[config.mk]
export PLATFORM = sky130hd
export DESIGN_NAME = mc_controller_flat
export DESIGN_NICKNAME = d
export VERILOG_FILES = /design/src/rtl/mc_controller_if.sv /design/src/rtl/mc_controller.sv /design/src/flat_wrapper.sv
export SDC_FILE = /design/constraint.sdc
export NUM_CORES = 1
export LEC_CHECK = 0
export ABC_AREA = 1
export CAP_MARGIN = 5
export CORE_MARGIN = 2
export CORE_UTILIZATION = 52
export CTS_CLUSTER_DIAMETER = 100
export DETAILED_ROUTE_END_ITERATION = 10
export GPL_TIMING_DRIVEN = 0
export PLACE_DENSITY_LB_ADDON = 0.05
export SYNTH_ARGS = -nofsm -noshare
export SYNTH_HDL_FRONTEND = slang
export SYNTH_SLANG_ARGS = --single-unit
[constraint.sdc]
create_clock -name clk -period 2.6 [get_ports clk]
set_clock_uncertainty 0.1 [all_clocks]
set_input_delay 0.65 -clock clk [delete_from_list [all_inputs] [get_ports clk]]
set_output_delay 0.65 -clock clk [all_outputs]
set_load 0.005 [all_outputs]
[src/rtl/mc_controller_if.sv]
// Control bundle between mc_controller and the single-cycle MIPS datapath.
// The controller drives everything except the fetched instruction word.
interface mc_controller_if #(
  parameter int unsigned CNT_W = 32
);
  logic [31:0]      instruction;
  logic             IR_en;
  logic             PC_en;
  logic [1:0]       Wreg_sel;
  logic [1:0]       Wdata_sel;
  logic             W_en;
  logic [1:0]       ALUop;
  logic             ALUsrc;
  logic             DM_sel;
  logic             DM_en;
  logic             Branch;
  logic             EXT_sel;
  logic             Shift_sel;
  logic             illegal;
  logic             instr_done;
  logic [CNT_W-1:0] retired;

  modport master (
    input  instruction,
    output IR_en, PC_en, Wreg_sel, Wdata_sel, W_en, ALUop, ALUsrc,
           DM_sel, DM_en, Branch, EXT_sel, Shift_sel, illegal, instr_done, retired
  );

  modport slave (
    output instruction,
    input  IR_en, PC_en, Wreg_sel, Wdata_sel, W_en, ALUop, ALUsrc,
           DM_sel, DM_en, Branch, EXT_sel, Shift_sel, illegal, instr_done, retired
  );
endinterface

[src/rtl/mc_controller.sv]
// Multi-cycle control unit for the MIPS datapath: FETCH/DECODE/EXEC/MEM/WB
// sequencing with registered Moore outputs, retired counter and illegal flag.
module mc_controller #(
  parameter int unsigned CNT_W = 32
) (
  input  logic          clk,
  input  logic          reset,
  mc_controller_if.master bus
);

  typedef enum logic [2:0] {FETCH, DECODE, EXEC, MEM, WB} state_t;

  typedef enum logic [3:0] {
    C_NOP, C_ADDU, C_SUBU, C_ORI, C_LW, C_SW, C_BEQ, C_LUI, C_ILL
  } cls_t;

  typedef struct packed {
    logic       ir_en;
    logic       pc_en;
    logic [1:0] wreg_sel;
    logic [1:0] wdata_sel;
    logic       w_en;
    logic [1:0] alu_op;
    logic       alu_src;
    logic       dm_sel;
    logic       dm_en;
    logic       branch;
    logic       ext_sel;
    logic       shift_sel;
    logic       illegal;
    logic       instr_done;
  } ctl_t;

  state_t           state;
  logic [31:0]      ir;
  logic [CNT_W-1:0] retired_q;
  logic             run;
  ctl_t             out_q;

  cls_t             cur_cls;
  state_t           nxt_state;
  ctl_t             nxt_ctl;

  function automatic cls_t classify(input logic [31:0] w);
    cls_t c;
    c = C_ILL;
    case (w[31:26])
      6'b000000: begin
        if (w == '0)                  c = C_NOP;
        else if (w[5:0] == 6'b100001) c = C_ADDU;
        else if (w[5:0] == 6'b100011) c = C_SUBU;
        else                          c = C_ILL;
      end
      6'b001101: c = C_ORI;
      6'b100011: c = C_LW;
      6'b101011: c = C_SW;
      6'b000100: c = C_BEQ;
      6'b001111: c = C_LUI;
      default:   c = C_ILL;
    endcase
    return c;
  endfunction

  function automatic state_t next_of(input state_t s, input cls_t c);
    state_t n;
    n = FETCH;
    case (s)
      FETCH:  n = DECODE;
      DECODE: n = (c == C_NOP || c == C_ILL) ? FETCH : EXEC;
      EXEC: begin
        case (c)
          C_BEQ:      n = FETCH;
          C_LW, C_SW: n = MEM;
          default:    n = WB;
        endcase
      end
      MEM:     n = (c == C_LW) ? WB : FETCH;
      default: n = FETCH;
    endcase
    return n;
  endfunction

  // Selects are asserted from EXEC onward and held until the instruction ends;
  // the strobes pick out the single terminal cycle of each sequence.
  function automatic ctl_t ctl_of(input state_t s, input cls_t c);
    ctl_t o;
    o = '0;
    if (s == EXEC || s == MEM || s == WB) begin
      case (c)
        C_ADDU: begin
          o.alu_op = 2'd0; o.alu_src = 1'b0; o.wreg_sel = 2'd1; o.wdata_sel = 2'd0;
        end
        C_SUBU: begin
          o.alu_op = 2'd1; o.alu_src = 1'b0; o.wreg_sel = 2'd1; o.wdata_sel = 2'd0;
        end
        C_ORI: begin
          o.alu_op = 2'd2; o.alu_src = 1'b1; o.ext_sel = 1'b0;
          o.wreg_sel = 2'd0; o.wdata_sel = 2'd0;
        end
        C_LW: begin
          o.alu_op = 2'd0; o.alu_src = 1'b1; o.ext_sel = 1'b1;
          o.wreg_sel = 2'd0; o.wdata_sel = 2'd1;
        end
        C_SW: begin
          o.alu_op = 2'd0; o.alu_src = 1'b1; o.ext_sel = 1'b1;
        end
        C_BEQ: begin
          o.alu_op = 2'd1; o.alu_src = 1'b0; o.ext_sel = 1'b1; o.shift_sel = 1'b0;
        end
        C_LUI: begin
          o.ext_sel = 1'b0; o.shift_sel = 1'b1; o.wreg_sel = 2'd0; o.wdata_sel = 2'd2;
        end
        default: o = '0;
      endcase
    end
    case (s)
      FETCH: o.ir_en = 1'b1;
      DECODE: begin
        if (c == C_NOP || c == C_ILL) begin
          o.pc_en      = 1'b1;
          o.instr_done = 1'b1;
        end
        o.illegal = (c == C_ILL);
      end
      EXEC: begin
        if (c == C_BEQ) begin
          o.branch     = 1'b1;
          o.pc_en      = 1'b1;
          o.instr_done = 1'b1;
        end
      end
      MEM: begin
        if (c == C_SW) begin
          o.dm_en      = 1'b1;
          o.pc_en      = 1'b1;
          o.instr_done = 1'b1;
        end
      end
      WB: begin
        o.w_en       = 1'b1;
        o.pc_en      = 1'b1;
        o.instr_done = 1'b1;
      end
      default: o = '0;
    endcase
    return o;
  endfunction

  // Outputs are registered alongside the state, so the DECODE-cycle outputs
  // are classified from the word being latched into IR on the same edge.
  always_comb begin
    cur_cls   = (state == FETCH) ? classify(bus.instruction) : classify(ir);
    nxt_state = next_of(state, cur_cls);
    nxt_ctl   = ctl_of(nxt_state, cur_cls);
  end

  // run holds off the first FETCH by one cycle so every output is quiet
  // in the cycle following reset.
  always_ff @(posedge clk) begin
    if (reset) begin
      state     <= FETCH;
      ir        <= '0;
      retired_q <= '0;
      run       <= 1'b0;
      out_q     <= '0;
    end else if (!run) begin
      run   <= 1'b1;
      state <= FETCH;
      out_q <= ctl_of(FETCH, C_NOP);
    end else begin
      if (state == FETCH) ir <= bus.instruction;
      state <= nxt_state;
      out_q <= nxt_ctl;
      if (nxt_ctl.instr_done) retired_q <= retired_q + CNT_W'(1);
    end
  end

  assign bus.IR_en      = out_q.ir_en;
  assign bus.PC_en      = out_q.pc_en;
  assign bus.Wreg_sel   = out_q.wreg_sel;
  assign bus.Wdata_sel  = out_q.wdata_sel;
  assign bus.W_en       = out_q.w_en;
  assign bus.ALUop      = out_q.alu_op;
  assign bus.ALUsrc     = out_q.alu_src;
  assign bus.DM_sel     = out_q.dm_sel;
  assign bus.DM_en      = out_q.dm_en;
  assign bus.Branch     = out_q.branch;
  assign bus.EXT_sel    = out_q.ext_sel;
  assign bus.Shift_sel  = out_q.shift_sel;
  assign bus.illegal    = out_q.illegal;
  assign bus.instr_done = out_q.instr_done;
  assign bus.retired    = retired_q;

endmodule
[src/flat_wrapper.sv]
// flat-port wrapper written by rule: the top's interface ports become plain ports
module mc_controller_flat 
#(
  parameter int unsigned CNT_W = 32
)
  (clk, reset, bus_instruction, bus_IR_en, bus_PC_en, bus_Wreg_sel, bus_Wdata_sel, bus_W_en, bus_ALUop, bus_ALUsrc, bus_DM_sel, bus_DM_en, bus_Branch, bus_EXT_sel, bus_Shift_sel, bus_illegal, bus_instr_done, bus_retired);
  mc_controller_if #(.CNT_W(CNT_W)) bus_i ();
  input  logic clk;
  input  logic reset;
  input wire logic [$bits(bus_i.instruction)-1:0] bus_instruction;
  output wire logic [$bits(bus_i.IR_en)-1:0] bus_IR_en;
  output wire logic [$bits(bus_i.PC_en)-1:0] bus_PC_en;
  output wire logic [$bits(bus_i.Wreg_sel)-1:0] bus_Wreg_sel;
  output wire logic [$bits(bus_i.Wdata_sel)-1:0] bus_Wdata_sel;
  output wire logic [$bits(bus_i.W_en)-1:0] bus_W_en;
  output wire logic [$bits(bus_i.ALUop)-1:0] bus_ALUop;
  output wire logic [$bits(bus_i.ALUsrc)-1:0] bus_ALUsrc;
  output wire logic [$bits(bus_i.DM_sel)-1:0] bus_DM_sel;
  output wire logic [$bits(bus_i.DM_en)-1:0] bus_DM_en;
  output wire logic [$bits(bus_i.Branch)-1:0] bus_Branch;
  output wire logic [$bits(bus_i.EXT_sel)-1:0] bus_EXT_sel;
  output wire logic [$bits(bus_i.Shift_sel)-1:0] bus_Shift_sel;
  output wire logic [$bits(bus_i.illegal)-1:0] bus_illegal;
  output wire logic [$bits(bus_i.instr_done)-1:0] bus_instr_done;
  output wire logic [$bits(bus_i.retired)-1:0] bus_retired;
  assign bus_i.instruction = bus_instruction;
  assign bus_IR_en = bus_i.IR_en;
  assign bus_PC_en = bus_i.PC_en;
  assign bus_Wreg_sel = bus_i.Wreg_sel;
  assign bus_Wdata_sel = bus_i.Wdata_sel;
  assign bus_W_en = bus_i.W_en;
  assign bus_ALUop = bus_i.ALUop;
  assign bus_ALUsrc = bus_i.ALUsrc;
  assign bus_DM_sel = bus_i.DM_sel;
  assign bus_DM_en = bus_i.DM_en;
  assign bus_Branch = bus_i.Branch;
  assign bus_EXT_sel = bus_i.EXT_sel;
  assign bus_Shift_sel = bus_i.Shift_sel;
  assign bus_illegal = bus_i.illegal;
  assign bus_instr_done = bus_i.instr_done;
  assign bus_retired = bus_i.retired;
  mc_controller #(.CNT_W(CNT_W)) u_core (.clk(clk), .reset(reset), .bus(bus_i));
endmodule
# Yosys cells after proc, flatten, opt, wreduce, memory -nomap -nowiden
# Cells that the tools add are included.
# word_totals
ff_bits,85
input_bits,34
rom_bits,0
out_inout_bits,49
ramBits,0
wordCells,114
latch_bits,0
mem_count,0
# op_classes
add_sub_neg,1
reduce_logical,25
bitwise,3
magnitude_cmp,0
div_mod_pow,0
n_shift,0
mux,38
mul,0
eq_ne,29
# op_table
operator,count
$logic_not 32->1,2
$eq 6x6->1 const B,8
$pmux 4 s6,2
$mux 4,9
$add 32x1->32 const B,1
$eq 6x4->1 const B,4
$reduce_or 4->1,6
$pmux 3 s3,2
$mux 17,1
$eq 4x3->1 const B,4
$mux 15,1
$eq 3x2->1 const B,4
$eq 6x3->1 const B,2
$logic_not 6->1,2
$pmux 3 s4,1
$mux 1,11
$pmux 1 s2,5
$pmux 1 s5,2
$eq 4x2->1 const B,2
$reduce_or 2->1,4
$eq 3x1->1 const B,2
$logic_not 3->1,2
$pmux 3 s2,1
$reduce_or 3->1,2
10 further kinds,16

# Longest topological paths before layout
# Gate-level depths: netlist of run 1.
# logic_depth
ltp_word,17
ltp_mapped,18

# Worst setup path before layout of run 1
# Ideal clock, no wire load.
# synth_timing
path_kind,input-to-reg
from,in bus_instruction[26]
to,"reg u_core.retired_q[22], in the netlist u_core.bus.retired[22]"
required_time_ns,2.385
n_path_buf,1
stages,17
t_arrival_ns,1.972
setup_time_ns,0.115
path_slack_ns,0.413
path_cell_list,nor2_2 -> inv_2 -> nor2_4 -> nand3_1 -> nand2_2 -> nand2_4 -> inv_4 -> nand2_4 -> nand2_2 -> nand2_2 -> nand2_4 -> inv_4 -> nand2_8 -> buf_6 -> nand3_1 -> nand2_1 -> nor2_1
# synth_via
elab_chain_cells,11
word_cells_on_any_way,31
# synth_rtl
element,line_no,text
"start, declared",flat_wrapper.sv:10,input wire logic [$bits(bus_i.instruction)-1:0] bus_instruction;
$logic_not 32->1,mc_controller.sv:49,if (w == '0) c = C_NOP;
$mux 4,mc_controller.sv:49,
$pmux 4 s6 (*),mc_controller.sv:47,case (w[31:26])
$mux 4 (*),mc_controller.sv:152,cur_cls = (state == FETCH) ? classify(bus.instruction) : classify(ir);
$eq 4x3->1 (tied with other cells),"mc_controller.sv:71, mc_controller.sv:133",
$reduce_or 2->1 (no line) / $logic_or 1x1->1 (equally long branches),-,
$pmux 3 s2 / $mux 2 (equally long branches),"mc_controller.sv:71, mc_controller.sv:69",
$pmux 3 s4,mc_controller.sv:67,case (s)
$eq 3x3->1 (tied with other cells),mc_controller.sv:116,case (s)
$pmux 1 s5 (*),mc_controller.sv:116,
$reduce_and 2->1 (no line) (*),-,
"end signal, assigned",mc_controller.sv:174,if (nxt_ctl.instr_done) retired_q <= retired_q + CNT_W'(1);
"end, declared",mc_controller.sv:36,logic [CNT_W-1:0] retired_q;
# Mark *: on every way between the ends. The rest lies on a longest branch, timed or not.
# A chain may end at the register's enable or synchronous reset.

# Worst setup path in the final report of run 1
# layout_timing
from,in bus_instruction[5]
to,"reg u_core.retired_q[21], in the netlist u_core.bus.retired[21]"
# layout_via
elab_chain_cells,13
word_cells_on_any_way,29
# layout_rtl
element,line_no,text
$eq 6x6->1,mc_controller.sv:51,else if (w[5:0] == 6'b100011) c = C_SUBU;
$mux 4,mc_controller.sv:51,
$mux 4,mc_controller.sv:50,else if (w[5:0] == 6'b100001) c = C_ADDU;
$mux 4 (*),mc_controller.sv:49,
$pmux 4 s6 (*),mc_controller.sv:47,
$mux 4 (*),mc_controller.sv:152,
$eq 4x3->1 (tied with other cells),"mc_controller.sv:71, mc_controller.sv:133",
$reduce_or 2->1 (no line) / $logic_or 1x1->1 (equally long branches),-,
$pmux 3 s2 / $mux 2 (equally long branches),"mc_controller.sv:71, mc_controller.sv:69",
$pmux 3 s4,mc_controller.sv:67,
$eq 3x3->1 (tied with other cells),mc_controller.sv:116,
$pmux 1 s5 (*),mc_controller.sv:116,
$reduce_and 2->1 (no line) (*),-,
# Marked as above.

==> results of run 1 <==
==> cell families after synthesis <==
group                      after synthesis  share of synthesized area, %
other                                    1                        0.0870
xor gates and xnor gates                 1                         0.203
DFF                                     82                          38.1
and+or+nand+nor                        390                          42.7
adders and majority gates                1                         0.290
buffers and inverters                   96                          9.95
AOI/OAI and AO/OA                       74                          8.71
==> critical path, cell delays in order <==
cell,delay (ns)
clkdlybuf4s50_1,0.50
nand3_1,0.10
nor2_2,0.19
nand3_1,0.11
nand2_2,0.10
nand2_4,0.08
inv_4,0.09
nand2_4,0.06
nand2_2,0.07
nand2_2,0.07
nand2_4,0.12
inv_4,0.07
nand2_4,0.11
clkbuf_16,0.16
nand3_1,0.06
nand2_1,0.07
nor2_1,0.04
==> sequential cells by signal, indices dropped and copies added (netlist names), 2 cells and up <==
name	count
u_core.bus.retired	32
u_core.ir	32
u_core.bus.Wdata_sel	2
u_core.state	3
u_core.bus.ALUop	2
==> cell usage after synthesis (2+ instances only) <==
| cell | number |
|---|---|
| a21oi_1 | 58 |
| buf_1 | 2 |
| buf_2 | 5 |
| buf_4 | 4 |
| buf_6 | 5 |
| clkbuf_1 | 11 |
| dfxtp_1 | 82 |
| inv_1 | 61 |
| inv_2 | 5 |
| inv_4 | 2 |
| nand2_1 | 125 |
| nand2_2 | 8 |
| nand2_4 | 4 |
| nand3_1 | 82 |
| nand3_2 | 5 |
| nand4_1 | 19 |
| nor2_1 | 101 |
| nor2_2 | 6 |
| nor2_4 | 6 |
| nor3_1 | 15 |
| nor4_1 | 16 |
| o21ai_0 | 12 |
| o21ai_1 | 2 |
==> per-layer routing <==
metal  GRT usage, %  routed length [um]  up-vias
li1               -                   -     2309
met1           35.1                5270     2099
met2           41.7                5370      164
met3           3.48                 677       22
met4           10.1                 216        0
met5              0                   0        -
==> power groups by stage <==
stage / Clock, mW / Sequential (mW) / Combinational (mW)
5_1_grt: 0.994 / 1.34 / 0.591
3_5_place_dp: 0 / 1.36 / 0.474
3_3_place_gp: 0 / 1.36 / 0.466
4_1_cts: 0.939 / 1.33 / 0.477
2_1_floorplan: 0 / 1.35 / 0.308
6_report: 0.930 / 1.33 / 0.543
==> repair_timing <==
| item | CTS | global route |
|---|---|---|
| gates resized for setup | 0 | 21 |
| setup buffers | 0 | 6 |
| endpoints found under the setup margin | 0 | 39 |
==> metrics by stage <==
stage	setup TNS, ns	instance area [um2]	total power [mW]	hold WS, ns	cells
floorplan	0	4320	1.66	0.341	646
global placement	-10.74	5250	1.83	0.350	831
detailed placement	-12.23	5250	1.84	0.355	831
CTS	0	5440	2.75	0.367	846
global route	-0.0794	5620	2.92	0.386	855
finish	0	5620	2.81	0.366	855
==> layout by cell type (no fill, tap or decap), types with 2 or more instances in the layout <==
| master | instances |
|---|---|
| nand2_1 | 123 |
| nor2_1 | 100 |
| nand3_1 | 81 |
| dfxtp_1 | 81 |
| clkdlybuf4s50_1 | 72 |
| inv_1 | 61 |
| a21oi_1 | 57 |
| nand4_1 | 19 |
| nor4_1 | 16 |
| nor3_1 | 15 |
| o21ai_0 | 12 |
| clkbuf_1 | 11 |
| buf_4 | 10 |
| clkbuf_8 | 10 |
| nand2_2 | 9 |
| dlymetal6s2s_1 | 8 |
| nor2_4 | 7 |
| nand2_4 | 6 |
| nor2_2 | 6 |
| buf_2 | 5 |
| nand3_2 | 5 |
| inv_2 | 4 |
| inv_4 | 3 |
| buf_8 | 3 |
| buf_6 | 2 |
| buf_1 | 2 |
| o21ai_1 | 2 |
| conb_1 | 2 |
| clkinv_2 | 2 |
| clkinvlp_4 | 2 |
| clkbuf_16 | 2 |
==> worst paths after layout <==
path / startpoint / to / slack, ns / cells past startpoint
min: u_core.ir[6] / u_core.ir[6] / 0.37 / 2
max reg2reg: u_core.bus.retired[1] / u_core.bus.retired[30] / 0.28 / 14
min reg2reg: u_core.ir[6] / u_core.ir[6] / 0.37 / 2
max: bus_instruction[5] / u_core.bus.retired[21] / 0.10 / 17
==> cell type report <==
class	count	share of cell area, %
multi-input combinational	469	40.8
sequential	82	29.3
timing repair buffer	88	16.3
inverter	69	4.84
buffer	27	3.05
clock buffer	10	2.45
tap	105	2.34
clock inverter	5	0.980
==> run metrics, run 1 <==
CTS Root Cell=clkbuf_8; Comb pwr share=19.3%; P_sw=0.808 mW; Pint=2.00 mW; Worst-path clk slew=0.08 ns; DR vias=4594; power share of the sequential group=47.5%; max_slew headroom=63.9%; ANT nets after route=0; Via-to-Cell Ratio=5.37; top-level port count=83; Worst IR Drop VDD=295 uV; grt ovf=0; Die Span X=95.1 um; final net count=781; final weighted congestion in routability-driven placement=0.960; post-synth top area share=38.1%; Hold Violations, Final=0; first-pass GRT wire length=18.6 mm; register area share after synthesis=38.1%; Diodes inserted=0; Post-synth EDFFs=0; Clk pwr share=33.1%; Arrival @ worst endpoint=2.64 ns; Area growth, synth to finish=30.2%; FFs w/ async S/R, synth=0%; Die Area=9040 um2; vias in the first global route=4183; max-cap violations=0; total CTS buffers=9; DR WL/cell=13.5 um; Max Clock Freq=0.401 GHz; Sequential Area=1640 um2; synth top area cells=dfxtp_1 (38%), nand2_1 (11%), nand3_1 (9.5%); largest net degree at the start of global routing=14; FP Rows=33; Startpoint Class=input port; CP Data Required Time=2.75 ns; Total Routing Usage GR=25.9%; Pwr Density=500 nW/um2; share of cells above drive strength 1=11.1%; Synth Area per Inst=6.68 um2; Worst Hold Class=flop to flop; Seq cells post-synth=82; crit share post-route=96.0%; Die H=95.1 um; Mapped Cells=645; multi-input logic area=2290 um2; Final min period=2.50 ns; Hold-fix buffers, CTS=0; Slew Viols, Final=0; cell area after synthesis=4310 um2; CP endpoint kind=flop; CP max FO=6; initial antenna violation count=0; fin util=69.0%; # DRC=0; H-Tree Depth=3; prevailing post-synth register cell=dfxtp_1; P_leak=2.33 nW; clk buf depth=2; Distinct cells, synth=32; Worst-Skew Late Latency=0.35 ns; CTS tree=yes; synth warn=0; core area=8130 um2; fillers=719; Initial Utilization=53.0%; hpwl dp=8.51 mm; post-synth top area cell=dfxtp_1; Final WS setup=0.104 ns; Port-buffer cells=80; status=finished, final reports clean; worst-margin pin slew=0.537 ns; # setup viols final=0; clk sinks=82; Setup CP Type=input port to flop; DRT iter0 DRCs=282; Post-Place Worst Slack=-0.348 ns; TritonRoute pass-1 iters=5; final WL=11.5 mm; sw frac=28.8%
No activity file was read; power rests on OpenSTA's default activity.
==> run 2, diff against run 1 <==
ABC_AREA = unset   (was 1)
CORE_UTILIZATION = 55   (was 52)
clock period = 3.19 ns   (was 2.6 ns; I/O delays follow)
==> run 2 against run 1 <==
Net effect:
- hold slack worse by 0.0082 ns
- first-iteration DRC count fell by 19%
- power is 23% lower
- flip-flop and latch count is the same
- design area down 5.4%
- worst setup slack got worse by 0.067 ns
- sequential power down 19%
- register-to-register slack worse by 0.18 ns
- routed wire length fell by 15%
- final cell count shrank 19%
- global-route usage down 1.2 points
- combinational power is 51% lower
- critical path type unchanged
- largest cell class unchanged
- highest routed layer unchanged
==> run metrics, run 2 <==
Port-buffer cells=80 (unchanged); Total Routing Usage GR=24.7% (was 25.9%); post-synth top area cell=dfxtp_1 (unchanged); DR WL/cell=14.2 um (was 13.5 um); max-cap violations=0 (unchanged); Hold-fix buffers, CTS=0 (unchanged); RSZ-0062 raised after global routing=yes; DRT iter0 DRCs=229 (was 282); total CTS buffers=9 (unchanged); largest net degree at the start of global routing=14 (unchanged); CTS tree=yes (unchanged); initial antenna violation count=0 (unchanged); share of cells above drive strength 1=11.2% (was 11.1%); Worst-path clk slew=0.08 ns (about the same); CP max FO=5 (was 6); Worst Hold Class=flop to flop (unchanged); Final Total Pwr=2.17 mW (was 2.81 mW); fillers=582 (was 719); Die H=89.1 um (was 95.1 um); Diodes inserted=0 (unchanged); Via-to-Cell Ratio=5.60 (was 5.37); Synth Area per Inst=8.24 um2 (was 6.68 um2); Pwr Density=409 nW/um2 (was 500 nW/um2); Clk pwr share=38.1% (was 33.1%); Distinct cells, synth=55 (was 32); top post-synthesis cells by count=dfxtp_1 (82), nand2_1 (82), a21oi_1 (56) (was nand2_1 (125), nor2_1 (101), dfxtp_1 (82), nand3_1 (82), inv_1 (61)); H-Tree Depth=3 (unchanged); max incr delay on CP=0.55 ns (was 0.50 ns); most frequent cells in the layout=dfxtp_1 (82), nand2_1 (81), clkdlybuf4s50_1 (69) (was nand2_1 (123), nor2_1 (100), nand3_1 (81), dfxtp_1 (81), clkdlybuf4s50_1 (72)); Seq cells post-synth=82 (unchanged); P_leak=1.89 nW (was 2.33 nW); DR vias=3858 (was 4594); Initial Utilization=55.8% (was 53.0%); Post-synth EDFFs=0 (unchanged); final weighted congestion in routability-driven placement=0.886 (was 0.960); crit path cell chain=buf_8 > or4_4 > buf_6 > nor4_4 > o21a_2 > o311a_1 > a41oi_4 > a2111oi_4 > buf_4 > and3_4 > o21a_1 (was clkdlybuf4s50_1 > nand3_1 > nor2_2 > nand3_1 > nand2_2 > nand2_4 > inv_4 > nand2_4 > nand2_2 > nand2_2 > nand2_4 > inv_4 > nand2_4 > clkbuf_16 > nand3_1 > nand2_1 > nor2_1); CP Data Required Time=3.39 ns (was 2.75 ns); Setup CP Type=input port to flop (unchanged); Die Span X=89.1 um (was 95.1 um); Sum Neg Setup Slack=0 ns (unchanged); final WL=9.78 mm (was 11.5 mm); synth top area cells=dfxtp_1 (41%), nand2_1 (7.7%), a21oi_1 (7.0%) (was dfxtp_1 (38%), nand2_1 (11%), nand3_1 (9.5%)); FFs w/ async S/R, synth=0% (unchanged); clk sinks=82 (unchanged); prevailing post-synth register cell=dfxtp_1 (unchanged); Startpoint Class=input port (unchanged); grt ovf=0 (unchanged); register area share after synthesis=41.2% (was 38.1%); synth warn=0 (unchanged); post-synth top area share=41.2% (was 38.1%); worst hold margin=0.358 ns (was 0.366 ns); Comb pwr share=12.2% (was 19.3%); Post-Place Worst Slack=-1.08 ns (was -0.348 ns); Max Clock Freq=0.317 GHz; final net count=621 (was 781); most common cell after layout, fill and taps aside=dfxtp_1 (was nand2_1); Worst-Skew Late Latency=0.35 ns (about the same); CTS Root Cell=clkbuf_8 (unchanged); Buf+Inv Stages, Crit Path=3 (was 4); clk buf depth=2 (unchanged); Final WS setup=0.0374 ns (was 0.104 ns); CP endpoint kind=flop (unchanged); cell area after synthesis=3980 um2 (was 4310 um2); ANT nets after route=0 (unchanged); Die Area=7940 um2 (was 9040 um2); Hold Violations, Final=0 (unchanged); Final min period=3.15 ns; # setup viols final=0 (unchanged); max_slew headroom=58.4% (was 63.9%); hpwl dp=6.95 mm (was 8.51 mm); core area=7140 um2 (was 8130 um2); Slew Viols, Final=0 (unchanged); P_sw=0.542 mW (was 0.808 mW); worst-margin pin slew=0.608 ns (was 0.537 ns); FP Rows=31 (was 33); cell family with most CP delay=compound AO/OA/AOI/OAI gates (was simple AND/OR/NAND/NOR gates); top-level port count=83 (unchanged); Worst IR Drop VDD=258 uV (was 295 uV); crit share post-route=98.8%; Area growth, synth to finish=33.4% (was 30.2%); sw frac=24.9% (was 28.8%); Arrival @ worst endpoint=3.35 ns (was 2.64 ns); # DRC=0 (unchanged); status=finished, final reports clean (unchanged); TritonRoute pass-1 iters=4 (was 5); vias in the first global route=3457 (was 4183); slowest CP cell=or4_4 (was clkdlybuf4s50_1); Mapped Cells=483 (was 645); power share of the sequential group=49.7% (was 47.5%); Pint=1.63 mW (was 2.00 mW); first-pass GRT wire length=15.5 mm (was 18.6 mm)
-- run 2: cell count changes after synthesis, sizes merged, moves of 10 or more --
cell	delta
o21ai	-10
xnor2	+12
a21o	+14
and2	+12
and3	+10
nor2	-86
nand2	-56
nand4	-15
nand3	-67
inv	-44
-- run 2: through the flow --
stage | cells | instance area, um2 | util, %
global route | 689 | 5310 | 74.4
floorplan | 484 | 4000 | -
CTS | 685 | 5230 | 73.2
detailed placement | 663 | 4920 | 69.0
global placement | 663 | 4920 | 69.0
finish | 689 | 5310 | 74.4
-- run 2: layout make-up --
class	count	area [um2]	share of cell area, %
clock inverter	5	78.8	1.48
multi-input combinational	350	2200	41.4
clock buffer	10	138	2.59
buffer	27	138	2.59
sequential	82	1640	30.9
timing repair buffer	92	905	17.0
tap	99	124	2.33
inverter	24	90.1	1.70
-- run 2: timing repair --
item | in CTS | in global routing
endpoints found under the setup margin | 42 | 38
resized for setup | 19 | 28
buffers inserted | 6 | 5
pin swaps | 11 | 11
gates cloned | 1 | 0
-- run 2: path summary, 6_finish.rpt --
path | from | to | slack (ns) | depth (start not counted)
worst min register to register | u_core.ir[25] | u_core.ir[25] | 0.36 | 2
worst max register to register | u_core.ir[26] | u_core.bus.retired[26] | 0.10 | 9
worst min-delay path | u_core.ir[25] | u_core.ir[25] | 0.36 | 2
worst max-delay path | bus_instruction[29] | u_core.bus.retired[26] | 0.04 | 11
-- run 2: cell families after synthesis --
family	share of synthesized area, %
adders and majority gates	0.314
DFF	41.2
muxes	0.251
and+or+nand+nor	28.3
other	0.0942
buffers and inverters	5.69
AOI/OAI and AO/OA	21.2
xor gates and xnor gates	2.86
-- run 2: power groups by stage --
stage	clock network (mW)	logic, mW	registers, mW
final	0.828	0.266	1.08
after global routing	0.883	0.291	1.08
after CTS	0.834	0.259	1.08
after detailed placement	0	0.254	1.10
after global placement	0	0.249	1.10
after floorplan	0	0.150	1.10
-- run 2: layer usage --
metal / vias to the layer above / part of all wire [%] / global-route usage (%)
li1: 1914 / - / -
met1: 1810 / 44 / 32.5
met2: 116 / 48 / 41.2
met3: 18 / 5.9 / 4.25
met4: 0 / 1.6 / 8.14
met5: - / 0 / 0
-- run 2: worst min-delay path, cell delays in order, from the launching register on --
cell and delay [ns]:
dfxtp_1 0.32, nand2_1 0.05, a21oi_1 0.05
==> run 3, diff against run 2 <==
CORE_UTILIZATION = 57   (was 55)
CTS_BUF_LIST = sky130_fd_sc_hd__clkbuf_2   (was unset)
==> run 3 against run 2 <==
Net effect:
- final cell count fell by 0.15%
- routed wire length is 1.7% higher
- flip-flop and latch count stayed put
- critical path depth is the same
- die area fell by 3.4%
- largest cell class unchanged
- largest power group unchanged
- highest routed layer unchanged
==> run metrics, run 3 (same netlist as run 2, synthesis figures left out) <==
Setup CP Type=input port to flop (unchanged); crit share post-route=97.7% (was 98.8%); core area=6790 um2 (was 7140 um2); worst-margin pin slew=0.691 ns (was 0.608 ns); initial antenna violation count=0 (unchanged); Post-Place Worst Slack=-1.03 ns (was -1.08 ns); CTS tree=yes (unchanged); Startpoint Class=input port (unchanged); status=finished, final reports clean (unchanged); # setup viols final=0 (unchanged); final net count=622 (was 621); ANT nets after route=0 (unchanged); first-pass GRT wire length=15.6 mm (was 15.5 mm); worst hold stages=2 (unchanged); Arrival @ worst endpoint=3.51 ns (was 3.35 ns); R2R Path End=u_core.bus.retired[16] (was u_core.bus.retired[26]); vias in the first global route=3432 (was 3457); Via-to-Cell Ratio=5.61 (was 5.60); # DRC=0 (unchanged); Initial Utilization=58.6% (was 55.8%); top-level port count=83 (unchanged); Worst-path clk slew=0.24 ns (was 0.08 ns); DR WL/cell=14.5 um (was 14.2 um); FP Rows=30 (was 31); Sum Neg Setup Slack=0 ns (unchanged); max_slew headroom=53.9% (was 58.4%); Final min period=3.12 ns (was 3.15 ns); Worst R2R Path Depth=11 (was 9); final WL=9.95 mm (was 9.78 mm); clk sinks=82 (unchanged); share of cells above drive strength 1=10.6% (was 11.2%); most frequent cells in the layout=nand2_1 (82), dfxtp_1 (82), clkdlybuf4s50_1 (73) (was dfxtp_1 (82), nand2_1 (81), clkdlybuf4s50_1 (69)); total CTS buffers=9 (unchanged); fillers=503 (was 582); TritonRoute pass-1 iters=5 (was 4); DR vias=3860 (was 3858); CP endpoint kind=flop (unchanged); Slew Viols, Final=0 (unchanged); grt ovf=0 (unchanged); CP Data Required Time=3.58 ns (was 3.39 ns); DP Area=4920 um2 (about the same); P_leak=1.83 nW (was 1.89 nW); Worst-Skew Late Latency=0.54 ns (was 0.35 ns); fin util=76.7% (was 74.4%); Die Area=7670 um2 (was 7940 um2); CP max FO=7 (was 5); Layout Cell Area excl Fill=5210 um2 (was 5310 um2); hpwl dp=6.98 mm (was 6.95 mm); Worst Hold Class=flop to flop (unchanged); Hold Violations, Final=0 (unchanged); worst reg2reg startpoint=u_core.state[1] (was u_core.ir[26]); Diodes inserted=0 (unchanged); max-cap violations=0 (unchanged); final weighted congestion in routability-driven placement=0.894 (was 0.886); Max Clock Freq=0.321 GHz (was 0.317 GHz); Pwr Density=381 nW/um2 (was 409 nW/um2); CTS Root Cell=clkbuf_2 (was clkbuf_8); Die Span X=87.6 um (was 89.1 um); Area growth, synth to finish=30.8% (was 33.4%); Final Total Pwr=1.98 mW (was 2.17 mW); DRT iter0 DRCs=220 (was 229); Die H=87.6 um (was 89.1 um); Worst IR Drop VDD=245 uV (was 258 uV); Final WS setup=0.0730 ns (was 0.0374 ns); clk buf depth=2 (unchanged); WHS Endpoint=u_core.ir[11] (was u_core.ir[25]); Port-buffer cells=80 (unchanged); Worst Min Path Start=u_core.ir[11] (was u_core.ir[25]); Hold-fix buffers, CTS=0 (unchanged); slack of the worst reg-to-reg path=0.16 ns (was 0.10 ns); Total Routing Usage GR=25.5% (was 24.7%); H-Tree Depth=3 (unchanged); largest net degree at the start of global routing=15 (was 14)
[run 3: cell type report]
type / instances / area (um2) / share of cell area (%)
Clock buffer: 10 / 50.0 / 0.961
Buffer: 27 / 138 / 2.64
Clock inverter: 6 / 90.1 / 1.73
Multi-Input combinational cell: 350 / 2170 / 41.7
Inverter: 24 / 90.1 / 1.73
Sequential cell: 82 / 1640 / 31.5
Timing Repair Buffer: 93 / 907 / 17.4
Tap cell: 96 / 120 / 2.31
[run 3: what timing repair did]
| action | in CTS | in global routing |
|---|---|---|
| setup buffers | 6 | 6 |
| pin swaps | 3 | 7 |
| endpoints found under the setup margin | 41 | 35 |
| cloned | 0 | 1 |
| gates resized for setup | 8 | 9 |
[run 3: how the worst max path moves through the flow]
stage	depth (start not counted)	from	slack, ns	end
global route	9	u_core.state[1]	-0.008	u_core.bus.Wreg_sel[0]
detailed placement	10	bus_instruction[26]	-1.03	u_core.bus.retired[29]
CTS	10	bus_instruction[26]	0.001	u_core.bus.retired[26]
global placement	10	bus_instruction[26]	-1.04	u_core.bus.retired[29]
floorplan	9	bus_instruction[26]	-0.09	u_core.bus.retired[29]
finish	11	bus_instruction[26]	0.07	u_core.bus.retired[16]
[run 3: critical path, cell delays in order]
cell	delay, ns
dlygate4sd2_1	0.31
or4_4	0.61
a311oi_2	0.25
o21a_2	0.23
o311a_1	0.23
a41oi_4	0.08
a2111oi_4	0.40
buf_4	0.20
buf_2	0.17
nand3_1	0.08
a21oi_1	0.15
[run 3: stage by stage]
step	hold WS [ns]	std cells
final	0.373	688
after global routing	0.391	688
after CTS	0.374	682
after detailed placement	0.348	660
after global placement	0.343	660
after floorplan	0.336	484
[run 3: power by group]
| group | total [mW] | switching [mW] | internal [mW] | leakage, nW |
|---|---|---|---|---|
| Clock | 0.638 | 0.373 | 0.265 | 0.0825 |
| Combinational | 0.261 | 0.147 | 0.114 | 1.08 |
| Sequential | 1.08 | 0.0242 | 1.06 | 0.667 |
| Total | 1.98 | 0.544 | 1.44 | 1.83 |
[run 3: per-layer routing]
layer	GRT usage (%)	vias to the layer above	part of all wire (%)
li1	-	1913	-
met2	43.5	122	49
met1	32.8	1814	44
met3	4.05	11	5.5
met4	9.23	0	1.2
met5	0	-	0
